--- config.mk ---
export PLATFORM = sky130hd
export DESIGN_NAME = tlul_adapter_host_flat
export DESIGN_NICKNAME = d
export VERILOG_FILES = /design/src/rtl/tlul_adapter_host_if.sv /design/src/rtl/tlul_adapter_host.sv /design/src/flat_wrapper.sv
export SDC_FILE = /design/constraint.sdc
export NUM_CORES = 1
export LEC_CHECK = 0
export ABC_CLOCK_PERIOD_IN_PS = 1600
export BUFFER_PORTS_ARGS = -buffer_cell sky130_fd_sc_hd__buf_2
export CORE_AREA = 2 2 108 110
export DETAILED_ROUTE_END_ITERATION = 8
export DIE_AREA = 0 0 110 112
export SETUP_SLACK_MARGIN = 0.3
export SYNTH_ARGS = -nofsm -noshare
export SYNTH_HDL_FRONTEND = slang
export SYNTH_SLANG_ARGS = --single-unit
--- constraint.sdc ---
create_clock -name clk_i -period 1.6 [get_ports clk_i]
set_input_delay 0.4 -clock clk_i [delete_from_list [all_inputs] [get_ports clk_i]]
set_output_delay 0.4 -clock clk_i [all_outputs]
set_load 0.005 [all_outputs]
--- src/rtl/tlul_adapter_host_if.sv ---
// Bus bundle between an internal word initiator, the host adapter, and the
// TL-UL crossbar host port. The adapter side uses the slave modport.
interface tlul_adapter_host_if;
    // Initiator request side
    logic        req_i;
    logic        gnt_o;
    logic [31:0] addr_i;
    logic        we_i;
    logic [31:0] wdata_i;
    logic [3:0]  be_i;

    // Initiator response side
    logic        valid_o;
    logic [31:0] rdata_o;
    logic        err_o;

    // TL-UL bundles: h2d towards the crossbar, d2h from the crossbar
    logic [101:0] tl_o;
    logic [67:0]  tl_i;

    modport slave (
        input  req_i,
        input  addr_i,
        input  we_i,
        input  wdata_i,
        input  be_i,
        input  tl_i,
        output gnt_o,
        output valid_o,
        output rdata_o,
        output err_o,
        output tl_o
    );

    modport master (
        output req_i,
        output addr_i,
        output we_i,
        output wdata_i,
        output be_i,
        output tl_i,
        input  gnt_o,
        input  valid_o,
        input  rdata_o,
        input  err_o,
        input  tl_o
    );
endinterface

--- src/rtl/tlul_adapter_host.sv ---
// Host-side TL-UL bridge: turns a word request/grant interface into TL-UL
// A-channel requests and D-channel responses into a valid/rdata/err strobe.
// Up to MAX_REQS requests may be outstanding; responses return in order.
// Optional: define TLUL_ADAPTER_HOST_RSP_CHECK_EN to flag out-of-order source
// IDs and spurious responses on err_o.
module tlul_adapter_host #(
    parameter int unsigned MAX_REQS = 2
) (
    input  logic               clk_i,
    input  logic               rst_ni,
    tlul_adapter_host_if.slave bus
);

    localparam int unsigned CNTW = $clog2(MAX_REQS + 1);
    localparam int unsigned IDW  = (MAX_REQS > 1) ? $clog2(MAX_REQS) : 1;
    localparam int unsigned SRCW = 8;

    localparam logic [CNTW-1:0] CNT_FULL = CNTW'(MAX_REQS);
    localparam logic [IDW-1:0]  ID_LAST  = IDW'(MAX_REQS - 1);

    localparam logic [2:0] OP_PUT_FULL    = 3'd0;
    localparam logic [2:0] OP_PUT_PARTIAL = 3'd1;
    localparam logic [2:0] OP_GET         = 3'd4;
    localparam logic [2:0] OP_ACK_DATA    = 3'd1;

    typedef struct packed {
        logic            a_valid;
        logic [2:0]      a_opcode;
        logic [2:0]      a_param;
        logic [1:0]      a_size;
        logic [SRCW-1:0] a_source;
        logic [31:0]     a_address;
        logic [3:0]      a_mask;
        logic [31:0]     a_data;
        logic [15:0]     a_user;
        logic            d_ready;
    } tl_h2d_t;

    typedef struct packed {
        logic            d_valid;
        logic [2:0]      d_opcode;
        logic [2:0]      d_param;
        logic [1:0]      d_size;
        logic [SRCW-1:0] d_source;
        logic            d_sink;
        logic [31:0]     d_data;
        logic [15:0]     d_user;
        logic            d_error;
        logic            a_ready;
    } tl_d2h_t;

    tl_h2d_t h2d;
    tl_d2h_t d2h;

    logic [CNTW-1:0] cnt_q, cnt_d;
    logic [IDW-1:0]  issue_id_q, issue_id_d;

    logic a_valid_c;
    logic a_hs;
    logic d_hs;
    logic rsp_chk_err;

    assign d2h = bus.tl_i;

    // Handshake qualifiers; the request is held off while the window is full
    assign a_valid_c = bus.req_i && (cnt_q != CNT_FULL);
    assign a_hs      = a_valid_c && d2h.a_ready;
    assign d_hs      = d2h.d_valid;

    // A-channel request formation, purely combinational from the initiator
    always_comb begin
        h2d           = '0;
        h2d.a_valid   = a_valid_c;
        h2d.a_param   = 3'd0;
        h2d.a_size    = 2'd2;
        h2d.a_source  = SRCW'(issue_id_q);
        h2d.a_address = {bus.addr_i[31:2], 2'b00};
        h2d.a_user    = 16'h0;
        h2d.d_ready   = 1'b1;
        if (!bus.we_i) begin
            h2d.a_opcode = OP_GET;
            h2d.a_mask   = 4'hF;
            h2d.a_data   = 32'h0;
        end else begin
            h2d.a_opcode = (bus.be_i == 4'hF) ? OP_PUT_FULL : OP_PUT_PARTIAL;
            h2d.a_mask   = bus.be_i;
            h2d.a_data   = bus.wdata_i;
        end
    end

    assign bus.tl_o  = h2d;
    assign bus.gnt_o = a_hs;

    // Outstanding count: simultaneous A and D cancel, never drops below 0
    always_comb begin
        cnt_d = cnt_q;
        if (a_hs && !d_hs) begin
            cnt_d = cnt_q + CNTW'(1);
        end else if (!a_hs && d_hs && (cnt_q != '0)) begin
            cnt_d = cnt_q - CNTW'(1);
        end
    end

    // Source ID for the next request, wrapping explicitly at MAX_REQS
    always_comb begin
        issue_id_d = issue_id_q;
        if (a_hs) begin
            issue_id_d = (issue_id_q == ID_LAST) ? '0 : issue_id_q + IDW'(1);
        end
    end

    // Outstanding count and issue ID registers
    always_ff @(posedge clk_i or negedge rst_ni) begin
        if (!rst_ni) begin
            cnt_q      <= '0;
            issue_id_q <= '0;
        end else begin
            cnt_q      <= cnt_d;
            issue_id_q <= issue_id_d;
        end
    end

`ifdef TLUL_ADAPTER_HOST_RSP_CHECK_EN
    logic [IDW-1:0] exp_id_q, exp_id_d;

    // Expected response ID; a spurious response does not consume an ID
    always_comb begin
        exp_id_d = exp_id_q;
        if (d_hs && (cnt_q != '0)) begin
            exp_id_d = (exp_id_q == ID_LAST) ? '0 : exp_id_q + IDW'(1);
        end
    end

    // Expected response ID register
    always_ff @(posedge clk_i or negedge rst_ni) begin
        if (!rst_ni) begin
            exp_id_q <= '0;
        end else begin
            exp_id_q <= exp_id_d;
        end
    end

    // Flag responses that are out of order or arrive with nothing outstanding
    always_comb begin
        rsp_chk_err = 1'b0;
        if (d_hs) begin
            rsp_chk_err = (d2h.d_source != SRCW'(exp_id_q)) || (cnt_q == '0);
        end
    end

    logic unused_d2h;
    assign unused_d2h = ^{d2h.d_param, d2h.d_size, d2h.d_sink, d2h.d_user,
                          bus.addr_i[1:0]};
`else
    // Response checking is compiled out; err_o reflects d_error only
    always_comb begin
        rsp_chk_err = 1'b0;
    end

    logic unused_d2h;
    assign unused_d2h = ^{d2h.d_param, d2h.d_size, d2h.d_sink, d2h.d_user,
                          d2h.d_source, bus.addr_i[1:0]};
`endif

    // Response strobe, combinational from the D channel
    always_comb begin
        bus.valid_o = d2h.d_valid;
        bus.rdata_o = (d2h.d_opcode == OP_ACK_DATA) ? d2h.d_data : 32'h0;
        bus.err_o   = d2h.d_error || rsp_chk_err;
    end

endmodule

--- src/flat_wrapper.sv ---
// flat-port wrapper written by rule: the top's interface ports become plain ports
module tlul_adapter_host_flat 
#(
    parameter int unsigned MAX_REQS = 2
)
  (clk_i, rst_ni, bus_req_i, bus_addr_i, bus_we_i, bus_wdata_i, bus_be_i, bus_tl_i, bus_gnt_o, bus_valid_o, bus_rdata_o, bus_err_o, bus_tl_o);
  tlul_adapter_host_if bus_i ();
  input  logic clk_i;
  input  logic rst_ni;
  input wire logic [$bits(bus_i.req_i)-1:0] bus_req_i;
  input wire logic [$bits(bus_i.addr_i)-1:0] bus_addr_i;
  input wire logic [$bits(bus_i.we_i)-1:0] bus_we_i;
  input wire logic [$bits(bus_i.wdata_i)-1:0] bus_wdata_i;
  input wire logic [$bits(bus_i.be_i)-1:0] bus_be_i;
  input wire logic [$bits(bus_i.tl_i)-1:0] bus_tl_i;
  output wire logic [$bits(bus_i.gnt_o)-1:0] bus_gnt_o;
  output wire logic [$bits(bus_i.valid_o)-1:0] bus_valid_o;
  output wire logic [$bits(bus_i.rdata_o)-1:0] bus_rdata_o;
  output wire logic [$bits(bus_i.err_o)-1:0] bus_err_o;
  output wire logic [$bits(bus_i.tl_o)-1:0] bus_tl_o;
  assign bus_i.req_i = bus_req_i;
  assign bus_i.addr_i = bus_addr_i;
  assign bus_i.we_i = bus_we_i;
  assign bus_i.wdata_i = bus_wdata_i;
  assign bus_i.be_i = bus_be_i;
  assign bus_i.tl_i = bus_tl_i;
  assign bus_gnt_o = bus_i.gnt_o;
  assign bus_valid_o = bus_i.valid_o;
  assign bus_rdata_o = bus_i.rdata_o;
  assign bus_err_o = bus_i.err_o;
  assign bus_tl_o = bus_i.tl_o;
  tlul_adapter_host #(.MAX_REQS(MAX_REQS)) u_core (.clk_i(clk_i), .rst_ni(rst_ni), .bus(bus_i));
endmodule
==> summary.md, run 1 <==
| Metric | Value |
|---|---|
| Result of the run | completed |
| CP Class | in2out |
| First DRT Iteration DRCs | 29 |
| Port Buffers | 150 |
| Max-Cap Viols | 0 |
| Worst setup SP type | primary input |
| Worst EP arrival | 1140 ps |
| # nets final | 430 |
| Maximum VDD drop | 0.5108 mV |
| Final Util | 0.2162 |
| Pin count of the biggest net entering global routing | 33 |
| Clk sink count | 3 |
| Mapped Area | 1144 µm² |
| FF-to-FF setup slack | 460 ps |
| Worst Setup SP | bus_tl_i[65] |
| Clk root buf | clkbuf_16 |
| First-pass DRT Iterations | 2 |
| Cts bufs inserted | 3 |
| Worst hold start | bus_tl_i[67] |
| Vias in the first global route | 1182 |
| Worst hold-check path type | in2reg |
| Via density | 3.111 |
| RSZ-0062 raised after global routing | yes |
| Tcrit/Tclk final | 0.9600 |
| Final Hold Violating Endpoints | 0 |
| Core box area | 11170 µm² |
| Crit Reg-Reg Startpoint | u_core.cnt_q[1]$_DFFE_PN0P_ |
| I/O pins | 277 |
| Post-synthesis sequential area ratio | 0.06565 |
| Num rows | 39 |
| # DRC | 0 |
| Die height | 112 µm |
| Yosys Warn Count | 0 |
| Count of distinct cell types in the synthesized netlist | 21 |
| N_diodes | 0 |
| Final worst setup slack | 63.94 ps |
| Pleak | 1.351 nW |
| Most common cell after layout, fill and taps aside | buf_2 |
| Met2 WL | 2.579 mm |
| Initial antenna violation count | 0 |
| Skew final | 0.9743 ps |
| Dpl ws | 34.10 ps |
| CP max FO | 32 |
| Clk slew on worst S/H paths | 30 ps |
| Power Density | 480.2 nW/µm² |
| Area Growth Syn to Fin | 111.3% |
| Gp weighted congestion | 0.6756 |
| CTS tree | done |
| CP required | 1200 ps |
| Tot GR Track Use | 0.06656 |
| #FFs+latches synth | 3 |
| Maximum clock rate | 0.6510 GHz |
| Drt total wl | 4.875 mm |
| Via count | 1344 |
| Fin crit period | 1536 ps |
| Synth Area per Inst | 7.103 µm² |
| H-tree Lvls | 1 |
| CP Capture Type | output pin |
| Global route overflow | 0 |
| Die X | 110 µm |
| Most frequent cells in the layout | buf_2 (112), buf_6 (39), and2_4 (32), and2_1 (32), conb_1 (32) |
| Remaining antenna violation count | 0 |
| Wire length on met3 | 556 µm |
| Clock Latency Late Sink | 220 ps |
| Final setup fails | 0 |
| Final HPWL DP | 3.786 mm |
| Uppermost routed layer | met4 |
| Slew Viols, Final | 0 |
| Layout cells sized above 1 | 0.7266 |
| Post-DR wirelength/cell | 11.28 µm |
| Mapped Cells | 161 |
| Metal-1 WL | 1.526 mm |
| Longest Clk Path Bufs | 2 |
| Fill cells | 1224 |
| First-pass GRT wire length | 6.106 mm |
| Die Area | 12320 µm² |
| Initial Utilization | 0.1023 |
[per-layer routing]
layer / GRT usage / vias up
met5: 0 / -
met4: 0.04388 / 0
met3: 0.02518 / 24
met2: 0.1170 / 96
met1: 0.06307 / 577
li1: - / 647
[kinds of logic (layout without fill, tap and decap cells)]
kind of cell / after synthesis / after routing / share of synthesized area
XOR/XNOR: 2 / 2 / 0.01532
other: 2 / 32 / 0.006567
flip-flops: 3 / 3 / 0.06564
AND/OR/NAND/NOR: 75 / 75 / 0.4136
AO/OA/AOI/OAI: 6 / 6 / 0.03938
buffers and inverters: 73 / 171 / 0.4595
[per-stage QoR]
step	area, µm²	hold slack (ps)	power [mW]	TNS, ps	instances
2_1_floorplan	1262	104.4	0.4519	0	191
3_3_place_gp	1718	198.3	0.5217	0	415
3_5_place_dp	1718	198.2	0.5226	0	415
4_1_cts	2141	446.5	1.088	0	430
5_1_grt	2416	471.7	1.237	-9.916	432
6_report	2416	450.6	1.160	0	432
[timing repair]
item / 4_1_cts / 5_1_grt
hold buffers: 1 / 0
cloned: 5 / 0
setup buffers: 5 / 2
gates resized for setup: 47 / 50
endpoints found under the setup margin: 67 / 68
pin swaps: 2 / 2
hold endpoints to repair: 3 / 0
[area by class of cell]
| cell class | count | area [µm²] | share of cell area |
|---|---|---|---|
| repair buffers | 166 | 1285 | 0.5318 |
| multi-input cells | 115 | 782.0 | 0.3237 |
| well taps | 143 | 178.9 | 0.07405 |
| clock buffers | 4 | 78.83 | 0.03263 |
| flip-flops and latches | 3 | 75.07 | 0.03107 |
| inverters | 1 | 16.27 | 0.006732 |
[registers in the layout (all words and copies together) (netlist names)]
name / count
u_core.cnt_q: 2
u_core.issue_id_q: 1
[critical path: stages]
cell,delay (ps)
buf_6,90
nor3b_4,220
buf_12,180
and2_1,140
buf_2,110
[synth_stat cells]
master	n	area [µm²]
xor2_1	1	8.760
a21oi_1	1	5.000
o211ai_1	1	7.510
a41oi_1	1	8.760
nor3b_2	1	12.51
o21ai_0	1	5.000
xnor2_1	1	8.760
nor2_1	1	3.750
nand2b_1	4	25.02
nor2b_1	3	18.77
and2_1	64	400.4
buf_4	66	495.5
a22oi_2	1	12.51
nand2_2	1	6.260
inv_1	1	3.750
clkbuf_2	3	15.01
conb_1	2	7.510
or3_1	1	6.260
dfrtp_1	3	75.07
a31oi_1	1	6.260
clkbuf_1	3	11.26
[worst paths after layout]
kind | end | depth (start not counted)
max in group asynchronous | u_core.cnt_q[1]$_DFFE_PN0P_ | 2
hold reg to reg | u_core.issue_id_q$_DFFE_PN0P_ | 1
setup reg to reg | u_core.cnt_q[0]$_DFFE_PN0P_ | 3
setup / recovery | bus_rdata_o[19] | 5
hold / removal | u_core.cnt_q[1]$_DFFE_PN0P_ | 2
min in group asynchronous | u_core.issue_id_q$_DFFE_PN0P_ | 2
[report_power, final]
group / total (mW) / switching [mW] / internal (mW)
combinational: 0.622 / 0.223 / 0.399
sequential: 0.138 / 0.0270 / 0.111
clock: 0.400 / 0.0707 / 0.329
total: 1.16 / 0.321 / 0.839
Power figures use the tool's default switching activity.
==> inputs of run 2 (changes only) <==
- BUFFER_PORTS_ARGS: -buffer_cell sky130_fd_sc_hd__buf_2 -> -buffer_cell sky130_fd_sc_hd__buf_4
==> summary.md, run 2 (synthesis gave the netlist of run 1 again) <==
| Metric | Value |
|---|---|
| RSZ-0062 raised after global routing | yes |
| CP Depth | 5 |
| Crit path max-delay family | buffers and inverters |
| CP max FO | 32 |
| Post-DR wirelength/cell | 11.33 µm |
| Dpl ws | 21.12 ps |
| Global route overflow | 0 |
| Buf+Inv Stages, Crit Path | 3 |
| Slew Viols, Final | 0 |
| Skew final | 0.5960 ps |
| Die height | 112 µm |
| CP required | 1200 ps |
| Maximum VDD drop | 0.4136 mV |
| H-tree Lvls | 1 |
| CTS tree | done |
| Clk sink count | 3 |
| I/O pins | 277 |
| Hold Path Depth | 2 |
| Most frequent cells in the layout | buf_4 (152), and2_1 (61), conb_1 (32) |
| Remaining antenna violation count | 0 |
| Most common cell after layout, fill and taps aside | buf_4 |
| Clock Latency Late Sink | 220 ps |
| Psw | 302.1 µW |
| Gp weighted congestion | 0.6870 |
| Worst EP arrival | 1140 ps |
| Result of the run | completed |
| Pin count of the biggest net entering global routing | 33 |
| Final setup fails | 0 |
| Pleak | 1.237 nW |
| Worst path slowest cell | nor3b_4 |
| Port Buffers | 150 |
| Vias in the first global route | 1282 |
| Drt total wl | 4.826 mm |
| Final worst setup slack | 56.51 ps |
| Worst hold-check path type | in2reg |
| Combinational share of power | 0.528 |
| Core box area | 11170 µm² |
| Tot GR Track Use | 0.07000 |
| CP Class | in2out |
| Maximum clock rate | 0.6479 GHz |
| Die Area | 12320 µm² |
| Initial antenna violation count | 0 |
| Final Util | 0.2054 |
| First-pass DRT Iterations | 4 |
| Max-Cap Viols | 0 |
| Peak per-stage delay on the critical path | 210 ps |
| Via density | 3.146 |
| Max FFs per register | 2 |
| Final Hold Violating Endpoints | 0 |
| N_diodes | 0 |
| Fin Hold WS | 435.3 ps |
| # nets final | 424 |
| Longest Clk Path Bufs | 2 |
| Num rows | 39 |
| Layout cells sized above 1 | 0.6042 |
| Seq pwr share | 0.121 |
| Total power | 1.136 mW |
| Clock power frac | 0.351 |
| # DRC | 0 |
| Largest reg by FF count | u_core.cnt_q |
| Die X | 110 µm |
| Power Density | 495.2 nW/µm² |
| Area Growth Syn to Fin | 100.7% |
| CP Capture Type | output pin |
| Worst setup SP type | primary input |
| First DRT Iteration DRCs | 16 |
| Tcrit/Tclk final | 0.9647 |
| R2R depth | 4 |
| Via count | 1340 |
| Clk slew on worst S/H paths | 30 ps |
| Internal Pwr Total | 834.2 µW |
| First-pass GRT wire length | 6.575 mm |
| Cts bufs inserted | 3 |
| Fin crit period | 1543 ps |
| Biggest registers after layout | u_core.cnt_q: 2 flops, u_core.issue_id_q: 1 flops |
| Clk root buf | clkbuf_16 |
| Initial Utilization | 0.1023 |
| Final HPWL DP | 4.068 mm |
| Sw Ratio | 0.2659 |
| Worst path cell trace | buf_6 -> nor3b_4 -> buf_12 -> and2_1 -> buf_4 |
==> run 2: what timing repair did <==
action,4_1_cts,5_1_grt
gates resized for setup,9,7
setup endpoints to repair,72,35
gates cloned,1,0
endpoints found under the hold margin,3,0
buffers inserted,5,2
pin swaps,1,0
hold buffers,1,0
==> run 2: cell type report <==
class,instances,area [µm²]
Multi-Input combinational cell,115,686.9
Sequential cell,3,75.07
Inverter,1,3.754
Tap cell,143,178.9
Fill cell,1251,8880
Timing Repair Buffer,160,1271
Clock buffer,4,78.83
==> run 2: per-layer routing <==
metal	global-route usage	routed length (µm)	vias up
met4	0.04135	202	0
met5	0	0	-
met3	0.02342	593	23
met1	0.06589	1472	589
li1	-	-	633
met2	0.1280	2558	95
==> run 2: final timing paths <==
| path | start | endpoint | slack [ps] |
|---|---|---|---|
| max | bus_tl_i[65] | bus_rdata_o[21] | 60 |
| min | bus_tl_i[67] | u_core.cnt_q[1]$_DFFE_PN0P_ | 440 |
| max reg2reg | u_core.cnt_q[1]$_DFFE_PN0P_ | u_core.cnt_q[0]$_DFFE_PN0P_ | 350 |
| min reg2reg | u_core.issue_id_q$_DFFE_PN0P_ | u_core.issue_id_q$_DFFE_PN0P_ | 470 |
| max in group asynchronous | rst_ni | u_core.issue_id_q$_DFFE_PN0P_ | 990 |
| min in group asynchronous | rst_ni | u_core.cnt_q[1]$_DFFE_PN0P_ | 520 |
==> run 2: metrics by stage <==
stage          area [µm²]  TNS [ps]  std cells
2_1_floorplan        1262         0        191
3_3_place_gp         2066         0        413
3_5_place_dp         2066         0        413
4_1_cts              2252         0        424
5_1_grt              2295    -33.70        426
6_report             2295         0        426
==> run 2: power groups by stage <==
stage | Combinational, mW | Sequential, mW | Clock, mW
3_5_place_dp | 0.479 | 0.147 | 0
3_3_place_gp | 0.470 | 0.144 | 0
5_1_grt | 0.656 | 0.141 | 0.415
2_1_floorplan | 0.312 | 0.139 | 0
6_report | 0.599 | 0.138 | 0.399
4_1_cts | 0.567 | 0.136 | 0.408
==> run 2: worst reg2reg max path: cells and delay by family, from the launching register on <==
| family | cells | cell delay (ps) |
|---|---|---|
| and+or+nand+nor | 1 | 380 |
| AOI/OAI and AO/OA | 1 | 160 |
| DFF | 1 | 370 |
| buffers and inverters | 2 | 260 |
==> inputs of run 3 (changes only) <==
- ABC_AREA: default -> 1
- CORE_AREA: 2 2 108 110 -> 2 2 107 109
- DIE_AREA: 0 0 110 112 -> 0 0 109 111
==> summary.md, run 3 <==
| Metric | Value |
|---|---|
| Combinational share of power | 0.581 |
| Maximum clock rate | 0.5807 GHz |
| Skew final | 2.470 ps |
| First-pass GRT wire length | 6.651 mm |
| Most common cell after layout, fill and taps aside | buf_4 |
| Worst path slowest cell | or3b_4 |
| Maximum VDD drop | 0.5127 mV |
| FF-to-FF setup slack | 420 ps |
| Worst setup SP type | primary input |
| Clk slew on worst S/H paths | 30 ps |
| Via density | 3.178 |
| Longest Clk Path Bufs | 2 |
| Power Density | 418.2 nW/µm² |
| Peak per-stage delay on the critical path | 450 ps |
| Crit Reg-Reg Startpoint | u_core.cnt_q[0]$_DFFE_PN0P_ |
| Largest cells by area after synthesis | buf_4 (39%), inv_1 (20%), nand2_1 (11%) |
| Psw | 377.2 µW |
| EDFF count, synth | 0 |
| Ys flop type | dfrtp_1 |
| Result of the run | finished with violations |
| Most common cell on crit path | buf_6 |
| Port Buffers | 150 |
| Mapped Cells | 234 |
| Fin crit period | 1722 ps |
| Final Util | 0.2658 |
| Final worst setup slack | -122.0 ps |
| Final HPWL DP | 3.807 mm |
| Post-synthesis sequential area ratio | 0.05842 |
| Sw Ratio | 0.3064 |
| Slew Viols, Final | 0 |
| Tot GR Track Use | 0.06935 |
| Clk root buf | clkbuf_16 |
| Total power | 1.231 mW |
| Final Hold Violating Endpoints | 0 |
| CP Class | in2out |
| Biggest registers after layout | u_core.cnt_q: 2 flops, u_core.issue_id_q: 1 flops |
| Final setup fails | 32 |
| Placed Cells | 486 |
| Largest reg by FF count | u_core.cnt_q |
| #FFs+latches synth | 3 |
| Tcrit/Tclk final | 1.076 |
| CP required | 1200 ps |
| Clock Latency Late Sink | 220 ps |
| CP max FO | 8 |
| Non-filler cells, final | 505 |
| N_diodes | 0 |
| Gp weighted congestion | 0.7135 |
| Initial antenna violation count | 0 |
| Commonest cells in the netlist | inv_1 (70), buf_4 (66), nand2_1 (38) |
| Count of distinct cell types in the synthesized netlist | 17 |
| Num rows | 39 |
| Post-DR wirelength/cell | 10.40 µm |
| Crit path max-delay family | simple AND/OR/NAND/NOR gates |
| Buf+Inv Stages, Crit Path | 3 |
| Initial Utilization | 0.1160 |
| Pin count of the biggest net entering global routing | 17 |
| Worst EP arrival | 1320 ps |
| First DRT Iteration DRCs | 35 |
| Clk sink count | 3 |
| H-tree Lvls | 1 |
| Pleak | 1.816 nW |
| Internal Pwr Total | 854.0 µW |
| # nets final | 503 |
| Final setup TNS | -3225 ps |
| Global route overflow | 0 |
| # DRC | 0 |
| Failing checks | setup timing |
| CTS tree | done |
| Post-synth top area cell | buf_4 |
| Most frequent cell after synthesis | inv_1 |
| First-pass DRT Iterations | 4 |
| Die height | 111 µm |
| Synth Area per Inst | 5.491 µm² |
| Cts bufs inserted | 3 |
| Worst path cell trace | buf_6 -> or3b_4 -> buf_8 -> nor2_4 -> buf_6 |
| Most frequent cells in the layout | buf_4 (125), inv_1 (43), buf_6 (34) |
| Die Area | 12100 µm² |
| Via count | 1605 |
| Layout cells sized above 1 | 0.7514 |
| Synth top area share | 0.3856 |
| CP Capture Type | output pin |
| Hold Path Depth | 1 |
| RSZ-0062 raised after global routing | yes |
| Remaining antenna violation count | 0 |
| Seq pwr share | 0.100 |
| Die X | 109 µm |
| Worst hold start | u_core.issue_id_q$_DFFE_PN0P_ |
| Core box area | 11080 µm² |
| I/O pins | 277 |
| FF-to-FF End | u_core.cnt_q[0]$_DFFE_PN0P_ |
| Vias in the first global route | 1325 |
| Max-Cap Viols | 0 |
| Worst Hold End | u_core.issue_id_q$_DFFE_PN0P_ |
| Asr flop ratio synth | 1.000 |
| Max FFs per register | 2 |
| Area Growth Syn to Fin | 129.1% |
| Drt total wl | 5.253 mm |
| Mapped Area | 1285 µm² |
| Worst hold-check path type | reg2reg |
| R2R depth | 8 |
| Clock power frac | 0.319 |
| Yosys Warn Count | 0 |
-- run 3: what timing repair did --
| item | 4_1_cts | 5_1_grt |
|---|---|---|
| endpoints found under the hold margin | 3 | 0 |
| hold buffers | 1 | 0 |
| setup buffers | 5 | 5 |
| endpoints found under the setup margin | 71 | 58 |
| pin swaps | 3 | 25 |
| gates cloned | 2 | 2 |
| gates resized for setup | 35 | 112 |
-- run 3: worst max-delay path by stage --
stage                             from               to  depth (start not counted)
after detailed placement  bus_tl_i[65]  bus_rdata_o[31]                          5
after CTS                 bus_tl_i[65]  bus_rdata_o[19]                          5
after global routing      bus_tl_i[66]   bus_rdata_o[8]                          5
after floorplan           bus_tl_i[65]  bus_rdata_o[10]                          4
after global placement    bus_tl_i[65]  bus_rdata_o[28]                          5
final                     bus_tl_i[66]  bus_rdata_o[19]                          5
-- run 3: cells by family (layout without fill, tap and decap cells) --
logic type / after synthesis / after routing / share of synthesized area
buffers and inverters: 144 / 242 / 0.6368
xor gates and xnor gates: 1 / 1 / 0.006817
and+or+nand+nor: 81 / 81 / 0.2756
DFF: 3 / 3 / 0.05842
other: 2 / 32 / 0.005844
AOI/OAI and AO/OA: 3 / 3 / 0.01655
-- run 3: cell type report --
cell class	instances	area, µm²
Fill cell	1200	8133
Sequential cell	3	76.32
Inverter	70	275.3
Timing Repair Buffer	168	1511
Tap cell	143	178.9
Clock buffer	4	78.83
Multi-Input combinational cell	117	823.3
-- run 3: per-layer routing --
metal	vias up	track usage	share of wire
met1	697	0.06797	0.32
met5	-	0	0
met3	18	0.03116	0.12
met4	0	0.02735	0.028
li1	797	-	-
met2	93	0.1246	0.53
-- run 3: through the flow --
| stage | setup slack, ps | hold WS (ps) | area [µm²] |
|---|---|---|---|
| final | -122.0 | 482.5 | 2944 |
| after global routing | -151.2 | 497.6 | 2944 |
| after CTS | -123.5 | 485.9 | 2531 |
| after detailed placement | -227.7 | 191.7 | 2245 |
| after global placement | -218.5 | 190.1 | 2245 |
| after floorplan | 66.19 | 104.4 | 1453 |
-- run 3: power by group through the flow --
| stage | Combinational (mW) | Sequential, mW | Clock (mW) |
|---|---|---|---|
| finish | 0.715 | 0.123 | 0.393 |
| global route | 0.772 | 0.126 | 0.410 |
| CTS | 0.565 | 0.123 | 0.398 |
| detailed placement | 0.485 | 0.121 | 0 |
| global placement | 0.481 | 0.122 | 0 |
| floorplan | 0.327 | 0.117 | 0 |
